### config.mk
export PLATFORM = sky130hd
export DESIGN_NAME = irq_controller
export DESIGN_NICKNAME = d
export VERILOG_FILES = /design/src/rtl/irq_controller.sv
export SDC_FILE = /design/constraint.sdc
export NUM_CORES = 1
export LEC_CHECK = 0
export CORE_MARGIN = 2
export CORE_UTILIZATION = 40
export CTS_CLUSTER_DIAMETER = 120
export CTS_CLUSTER_SIZE = 25
export DETAILED_ROUTE_END_ITERATION = 10
export HOLD_SLACK_MARGIN = 0.12
export PLACE_DENSITY = 0.79
export SLEW_MARGIN = 25
export SYNTH_ARGS = -nofsm -noshare
export SYNTH_HDL_FRONTEND = slang
export SYNTH_SLANG_ARGS = --single-unit
### constraint.sdc
create_clock -name clk -period 1.6 [get_ports clk]
set_input_delay 0.16 -clock clk [delete_from_list [all_inputs] [get_ports clk]]
set_output_delay 0.16 -clock clk [all_outputs]
set_load 0.005 [all_outputs]
### src/rtl/irq_controller.sv
// Interrupt controller: rising-edge capture into a pending register, masked lowest-index
// arbitration, and an irq/ack/eoi handshake to the core with exception PC capture.
module irq_controller #(
    parameter  int NUM_SRC = 8,
    localparam int ID_W    = $clog2(NUM_SRC)
) (
    input  logic               clk,
    input  logic               reset,
    input  logic [NUM_SRC-1:0] src_in,
    input  logic               mask_wr_en,
    input  logic [NUM_SRC-1:0] mask_wr_data,
    input  logic [31:0]        pc_in,
    input  logic               irq_ack,
    input  logic               irq_eoi,
    output logic               irq,
    output logic [ID_W-1:0]    irq_id,
    output logic [31:0]        epc,
    output logic [NUM_SRC-1:0] pending,
    output logic [NUM_SRC-1:0] mask,
    output logic               busy
);

    typedef enum logic [1:0] {
        IDLE    = 2'd0,
        REQ     = 2'd1,
        SERVICE = 2'd2
    } state_t;

    state_t             state;
    state_t             state_next;
    logic [NUM_SRC-1:0] src_d;
    logic [NUM_SRC-1:0] edge_vec;
    logic [NUM_SRC-1:0] req_vec;
    logic [NUM_SRC-1:0] clear_vec;
    logic [ID_W-1:0]    winner;
    logic               load_id;
    logic               ack_take;

    assign edge_vec  = src_in & ~src_d;
    assign req_vec   = pending & mask;
    assign clear_vec = ack_take ? (NUM_SRC'(1) << irq_id) : '0;

    // Walking from the top down lets the lowest set index overwrite the others.
    always_comb begin
        winner = '0;
        for (int i = NUM_SRC - 1; i >= 0; i--) begin
            if (req_vec[i]) winner = ID_W'(i);
        end
    end

    // NOTE: every output of a combinational block gets a default first so no latch is inferred.
    always_comb begin
        state_next = state;
        load_id    = 1'b0;
        ack_take   = 1'b0;
        case (state)
            IDLE: begin
                if (|req_vec) begin
                    state_next = REQ;
                    load_id    = 1'b1;
                end
            end
            REQ: begin
                if (irq_ack) begin
                    state_next = SERVICE;
                    ack_take   = 1'b1;
                end
            end
            SERVICE: begin
                if (irq_eoi) state_next = IDLE;
            end
            default: state_next = IDLE;
        endcase
    end

    // NOTE: sequential state uses non-blocking assignments so every register samples pre-edge values.
    always_ff @(posedge clk) begin
        if (reset) state <= IDLE;
        else       state <= state_next;
    end

    // src_d follows src_in even in reset, so a line already high at release is not an edge.
    always_ff @(posedge clk) begin
        src_d <= src_in;
        if (reset) begin
            pending <= '0;
            mask    <= '0;
            irq_id  <= '0;
            epc     <= '0;
        end else begin
            pending <= (pending & ~clear_vec) | edge_vec;
            if (mask_wr_en) mask   <= mask_wr_data;
            if (load_id)    irq_id <= winner;
            if (ack_take)   epc    <= pc_in;
        end
    end

    assign irq  = (state == REQ);
    assign busy = (state != IDLE);

endmodule

==> out/metrics.csv <==
stage,metric,value,unit
status,outcome,finished clean,
power_and_ir_drop,Flop pwr share,49.3,%
die,Initial Util,40.81,%
setup_path,Worst EP required,1.44,ns
setup_path,Worst Path Arrival,1.38,ns
setup_path,crit path max-delay cell type,clkdlybuf4s50_1,
setup_path,CP Buf/Inv Count,1,
sta,Slew Limit Fails,0,
detailed_routing,via count,2056,
global_route,pin count of the biggest net entering global routing,34,
sta,Period minus WS final,1.541,ns
detailed_routing,average wire per standard cell,12.85,µm
synth,register area share after synthesis,55.02,%
power_and_ir_drop,Pint,2.582,mW
power_and_ir_drop,Final Power,3.368,mW
clocking,root buffer cell,clkbuf_8,
hold_path,hold endpoint,mask[1]$_SDFFE_PP0P_,
die,# rows,27,
synth,yosys warns,0,
hold_path,hold path startpoint,reset,
sta,setup violators final,0,
die,Die Footprint,6161,µm²
global_route,antenna violations before repair,0,
setup_path,Crit path max-delay family,buffers and inverters,
clocking,Sink Count,61,
layout,fin cells,434,
setup_path,worst-path cell chain,clkdlybuf4s50_1,
synth,simple-gate area share of the yosys netlist,20.07,%
setup_path,CP Launch Type,register,
synth,largest family of logic cells by synthesized area,simple AND/OR/NAND/NOR gates,
place,final RePlAce weighted congestion,0.8190,
die,Die W,78.49,µm
clocking,Post-CTS Setup Bufs,0,
synth,flip-flop and latch count after synthesis,61,
synth,mux cell area share after synthesis,3.608,%
synth,Synth top area share,55.02,%
synth,Post-Syn Instances,252,
sta,Max Fclk,648.9,MHz
synth,largest cells by area after synthesis,"dfxtp_1, nand2_1, a21oi_1",
clocking,clock latency on the worst-skew pair,0.32,ns
layout,"commonest non-fill, non-tap cell in the layout",clkdlybuf4s50_1,
detailed_routing,DRT Pass-1 Iters,4,
hold_path,WHS Path Cells,2,
layout,layout cell share with drive strength beyond 1,6.906,%
synth,Synth Area in Compound Gates,17.19,%
synth,"Avg Cell Area, Syn",8.808,µm²
sta,Tcrit/Tclk final,96.31,%
detailed_routing,total wire length,5579,µm
clocking,Max Root-Sink Buffers,2,
die,IO Pins,106,
layout,Final Cell Area,3522,µm²
setup_path,CP Max Fanout,7,
setup_path,R2R Path End,irq_id[0]$_SDFFE_PP0P_,
layout,Layout area overhead,58.68,%
place,HPWL after detailed placement,3993,µm
global_route,gr usage total,18.22,%
layout,layout net count,411,
power_and_ir_drop,Switching Fraction,23.34,%
clocking,CTS tree,built,
power_and_ir_drop,Pwr Density,956.2,nW/µm²
clocking,CTS H-tree lvls,3,
synth,synth unique cells,25,
power_and_ir_drop,clock power share,36.2,%
setup_path,Crit path largest cell delay,0.58,ns
power_and_ir_drop,peak supply drop,0.5454,mV
detailed_routing,Vias/cell,4.737,
place,I/O Buffers,105,
layout,ANT cells,0,
detailed_routing,drc violations,0,
setup_path,RR Startpoint,pending[6]$_SDFF_PP0_,
sta,relative slew slack,64.21,%
power_and_ir_drop,P_leak,1.302,nW
power_and_ir_drop,combinational share of power,14.5,%
setup_path,crit path kind,reg -> out,
layout,"commonest cells after routing, fill and taps aside","clkdlybuf4s50_1, nand2_1, dfxtp_1",
hold_path,worst hold path type,in -> reg,
power_and_ir_drop,Net Switching,0.7862,mW
synth,post-synth top area cell,dfxtp_1,
place,DP Cell Count,419,
die,Placeable Area,5439,µm²
place,dpl cell area,3336,µm²
sta,RSZ-0062 raised after global routing,no,
setup_path,R2R Setup Slk,0.32,ns
sta,Slew @ Worst Pin,0.5368,ns
clocking,"Reg clk slew, reported paths",0.06,ns
synth,Syn Nets,305,
synth,Post-Synth Adder-Cell Area,0,%
global_route,first-pass GRT wire length,8631,µm
global_route,grt total ovfl,0,
global_route,vias in the first global route,1836,
detailed_routing,DR iter-0 viols,122,
sta,Hold Fails Final Rpt,0,
synth,cell area after synthesis,2220,µm²
clocking,Num CTS Buffers,9,
setup_path,Critical Path Sink Type,output port,
die,Die Y-Extent,78.49,µm
run,count of max-cap constraint violations,0,
synth,xor and xnor fraction of the mapped netlist area,0,%
detailed_routing,Antenna Nets Post-Route,0,
setup_path,worst reg2reg path depth,4,
sta,skew final,0.005143,ns
clocking,Post-CTS Hold Fix Bufs,0,
-- what timing repair did --
item | 4_1_cts | 5_1_grt
pin swaps | 0 | 1
setup endpoints to repair | 2 | 1
resized for setup | 3 | 2
-- sequential cells by signal, indices dropped and copies added, names as in the netlist --
signal / count
irq_id: 3
state: 2
mask: 8
src_d: 8
epc: 32
pending: 8
-- cell type report --
cell class / count / area [µm²]
inverter: 1 / 3.754
tap: 72 / 90.09
sequential: 61 / 1226
fill: 479 / 1917
clock inverter: 1 / 5.005
clock buffer: 14 / 172.7
timing repair buffer: 109 / 1112
multi-input combinational: 176 / 912.1
-- cell families (layout without fill, tap and decap cells) --
logic type	after synthesis	after routing
simple gates	102	102
buf+inv	15	125
mux	8	8
flops	61	61
compound gates	66	66
-- worst max-delay path by stage --
| stage | slack [ns] | cells past startpoint | from | endpoint |
|---|---|---|---|---|
| 2_1_floorplan | 0.48 | 5 | state[1]$_SDFFE_PP0P_ | pending[1]$_SDFF_PP0_ |
| 3_3_place_gp | 0.13 | 5 | irq_ack | pending[1]$_SDFF_PP0_ |
| 3_5_place_dp | 0.10 | 5 | irq_ack | epc[20]$_SDFFE_PP0P_ |
| 4_1_cts | -0.007 | 3 | state[1]$_SDFFE_PP0P_ | busy |
| 5_1_grt | 0.002 | 1 | irq_id[2]$_SDFFE_PP0P_ | irq_id[2] |
| 6_report | 0.06 | 1 | irq_id[2]$_SDFFE_PP0P_ | irq_id[2] |
-- routing by layer --
metal,wire length (µm),share of wire (%),up-vias,global-route usage [%]
met4,163,2.9,0,10.53
met5,0,0,-,0
li1,-,-,1056,-
met3,290,5.2,15,4.713
met2,2623,47,62,29.22
met1,2501,45,923,22.11
-- Yosys cell counts --
master	instances
buf_6	4
a22oi_1	4
a31oi_1	1
clkbuf_1	6
and3b_1	1
o31ai_1	3
nor2_2	1
o41ai_1	1
nand2b_1	11
nor2_1	11
nor2b_1	1
o31ai_2	1
a21oi_1	44
dfxtp_1	61
o21ai_1	3
o21ai_0	3
nand2_1	74
mux2i_1	8
buf_2	4
a32o_1	2
inv_1	1
o2bb2ai_1	1
a211oi_1	3
nand2_4	2
nor2b_4	1
-- through the flow --
step           setup TNS, ns  setup WS, ns  hold slack (ns)  utilization, %
6_report                   0       0.05905           0.3003           64.76
3_5_place_dp               0        0.1011           0.4463           61.33
5_1_grt                    0      0.002211           0.2973           64.76
3_3_place_gp               0        0.1275           0.4409           61.33
2_1_floorplan              0        0.4764           0.1877               -
4_1_cts            -0.006899     -0.006899           0.2936           64.62
-- power by group through the flow --
| stage | combinational [mW] | sequential [mW] | clock (mW) |
|---|---|---|---|
| 6_report | 0.488 | 1.66 | 1.22 |
| 5_1_grt | 0.530 | 1.67 | 1.31 |
| 4_1_cts | 0.493 | 1.66 | 1.25 |
| 3_5_place_dp | 0.493 | 1.69 | 0 |
| 3_3_place_gp | 0.487 | 1.69 | 0 |
| 2_1_floorplan | 0.185 | 1.69 | 0 |
No activity file was read; power rests on OpenSTA's default activity.
==> edit, RTL diff (same flow settings) <==
Encoding of `state_t`: now one-hot (3 bits for 3 states).
--- a/src/rtl/irq_controller.sv
+++ b/src/rtl/irq_controller.sv
@@ -21,8 +21,8 @@
 );
 
-    typedef enum logic [1:0] {
-        IDLE    = 2'd0,
-        REQ     = 2'd1,
-        SERVICE = 2'd2
+    typedef enum logic [2:0] {
+        IDLE    = 3'b001,
+        REQ     = 3'b010,
+        SERVICE = 3'b100
     } state_t;
 
Formal check against the unedited RTL: no difference found for any inputs over 10 cycles, from zero or initial values and one cycle with reset high; not proved beyond that.
==> edit against the unedited design <==
Area after synthesis increased by 1.9%. Wire length increased by 2.0%. Sequential cell count increased by 1. Setup slack improved by 0.037 ns. Critical path depth unchanged. Cell area increased by 1.2%. Via count increased by 5.7%. Total power decreased by 4.8%. Register-to-register slack got worse by 0.11 ns. Clock skew increased by 0.00087 ns. First-iteration DRC count decreased by 46%. Largest cell class unchanged. Largest power group unchanged.
==> edit: results (changes against the unedited design) <==
fraction of layout cells with a size suffix above 1 = 8.02% (was 6.91%)
Global Route Usage Sum = 18.7% (was 18.2%)
Post-Route M1 WL = 2560 µm (was 2500 µm)
largest net degree at the start of global routing = 33 (was 34)
pre-CTS setup slack = 0.0275 ns (was 0.101 ns)
number of clock sinks = 62 (was 61)
clock buffers = 12 (was 14)
met3 usage = 6.02% (was 4.71%)
Net Switching = 0.752 mW (was 0.786 mW)
multi-input gates = 182 (was 176)
Flop pwr share = 51.6% (was 49.3%)
Signal buf overhead = 31.3% (was 31.6%)
final instance area = 3560 µm² (was 3520 µm²)
Clock Network Area Fraction = 4.70% (was 5.04%)
Yosys cell types = 31 (was 25)
grt met1 use = 23.8% (was 22.1%)
top post-synthesis cells by count = nand2_1, dfxtp_1, a21oi_1, nand2b_1, nor2_1 (unchanged)
wire length on met2 = 2810 µm (was 2620 µm)
Sequential Area = 1250 µm² (was 1230 µm²)
syn nets = 313 (was 305)
Syn Area/Cell = 8.70 µm² (was 8.81 µm²)
Tightest Pin Transition = 0.414 ns (was 0.537 ns)
vias in the first global route = 2076 (was 1836)
sequential area share after synthesis = 54.9% (was 55.0%)
worst stage delay on the critical path = 0.56 ns (was 0.58 ns)
Synth Area in Compound Gates = 16.8% (was 17.2%)
Layout Nets = 422 (was 411)
reg2reg start = state[0]$_SDFFE_PP1P_ (was pending[6]$_SDFF_PP0_)
first-pass GRT wire length = 9390 µm (was 8630 µm)
ant diodes = 0 (unchanged)
reg2reg setup slack = 0.21 ns (was 0.32 ns)
1st-iter DRT viols = 66 (was 122)
CP top delay family = buffers and inverters (unchanged)
Post-Place Cells = 430 (was 419)
Sw Ratio = 23.5% (was 23.3%)
nonclk inv count = 1 (unchanged)
wire per inst = 12.8 µm (was 12.9 µm)
Non-clk bufs = 113 (was 109)
top-count cell post-synth = nand2_1 (unchanged)
Final WS setup = 0.0963 ns (was 0.0590 ns)
metal3 WL = 292 µm (was 290 µm)
grt met2 use = 31.1% (was 29.2%)
hpwl dp = 4180 µm (was 3990 µm)
global placer's final weighted congestion = 0.739 (was 0.819)
mux share of post-synthesis cell area = 3.54% (was 3.61%)
fill cell count = 493 (was 479)
Layout Skew = 0.00602 ns (was 0.00514 ns)
outcome = finished clean (unchanged)
final non-filler cell total = 446 (was 434)
Worst path slowest cell = clkdlybuf4s50_1 (unchanged)
Max VDD drop = 0.596 mV (was 0.545 mV)
clock power share = 36.0% (was 36.2%)
Worst R2R End = pending[1]$_SDFF_PP0_ (was irq_id[0]$_SDFFE_PP0P_)
placed cell areas = 3390 µm² (was 3340 µm²)
Die X = 79.2 µm (was 78.5 µm)
Vias = 2174 (was 2056)
Largest register FFs = 32 (unchanged)
Pleak = 1.30 nW (about the same)
top cells by area, synth = dfxtp_1, nand2_1, a21oi_1 (unchanged)
fraction of area in multi-input gates = 26.3% (was 25.9%)
edit: cell count changes after synthesis, sizes merged, moves of 3 or more:
cell   change
a21oi      +4
nand2      -4
nor3       +3
nor3b      +3
edit: how the worst min path moves through the flow:
stage	slack, ns	endpoint	start	depth (start not counted)
finish	0.25	mask[0]$_SDFFE_PP0P_	reset	2
global route	0.27	epc[18]$_SDFFE_PP0P_	reset	2
CTS	0.24	mask[0]$_SDFFE_PP0P_	reset	2
detailed placement	0.45	epc[4]$_SDFFE_PP0P_	epc[4]$_SDFFE_PP0P_	2
global placement	0.44	epc[30]$_SDFFE_PP0P_	epc[30]$_SDFFE_PP0P_	2
floorplan	0.19	src_d[0]$_DFF_P_	src_in[0]	0
edit: repair_timing:
| item | 4_1_cts | 5_1_grt |
|---|---|---|
| setup buffers | 0 | 0 |
| endpoints found under the setup margin | 2 | 0 |
| gates resized for setup | 6 | 0 |
| hold endpoints to repair | 0 | 0 |
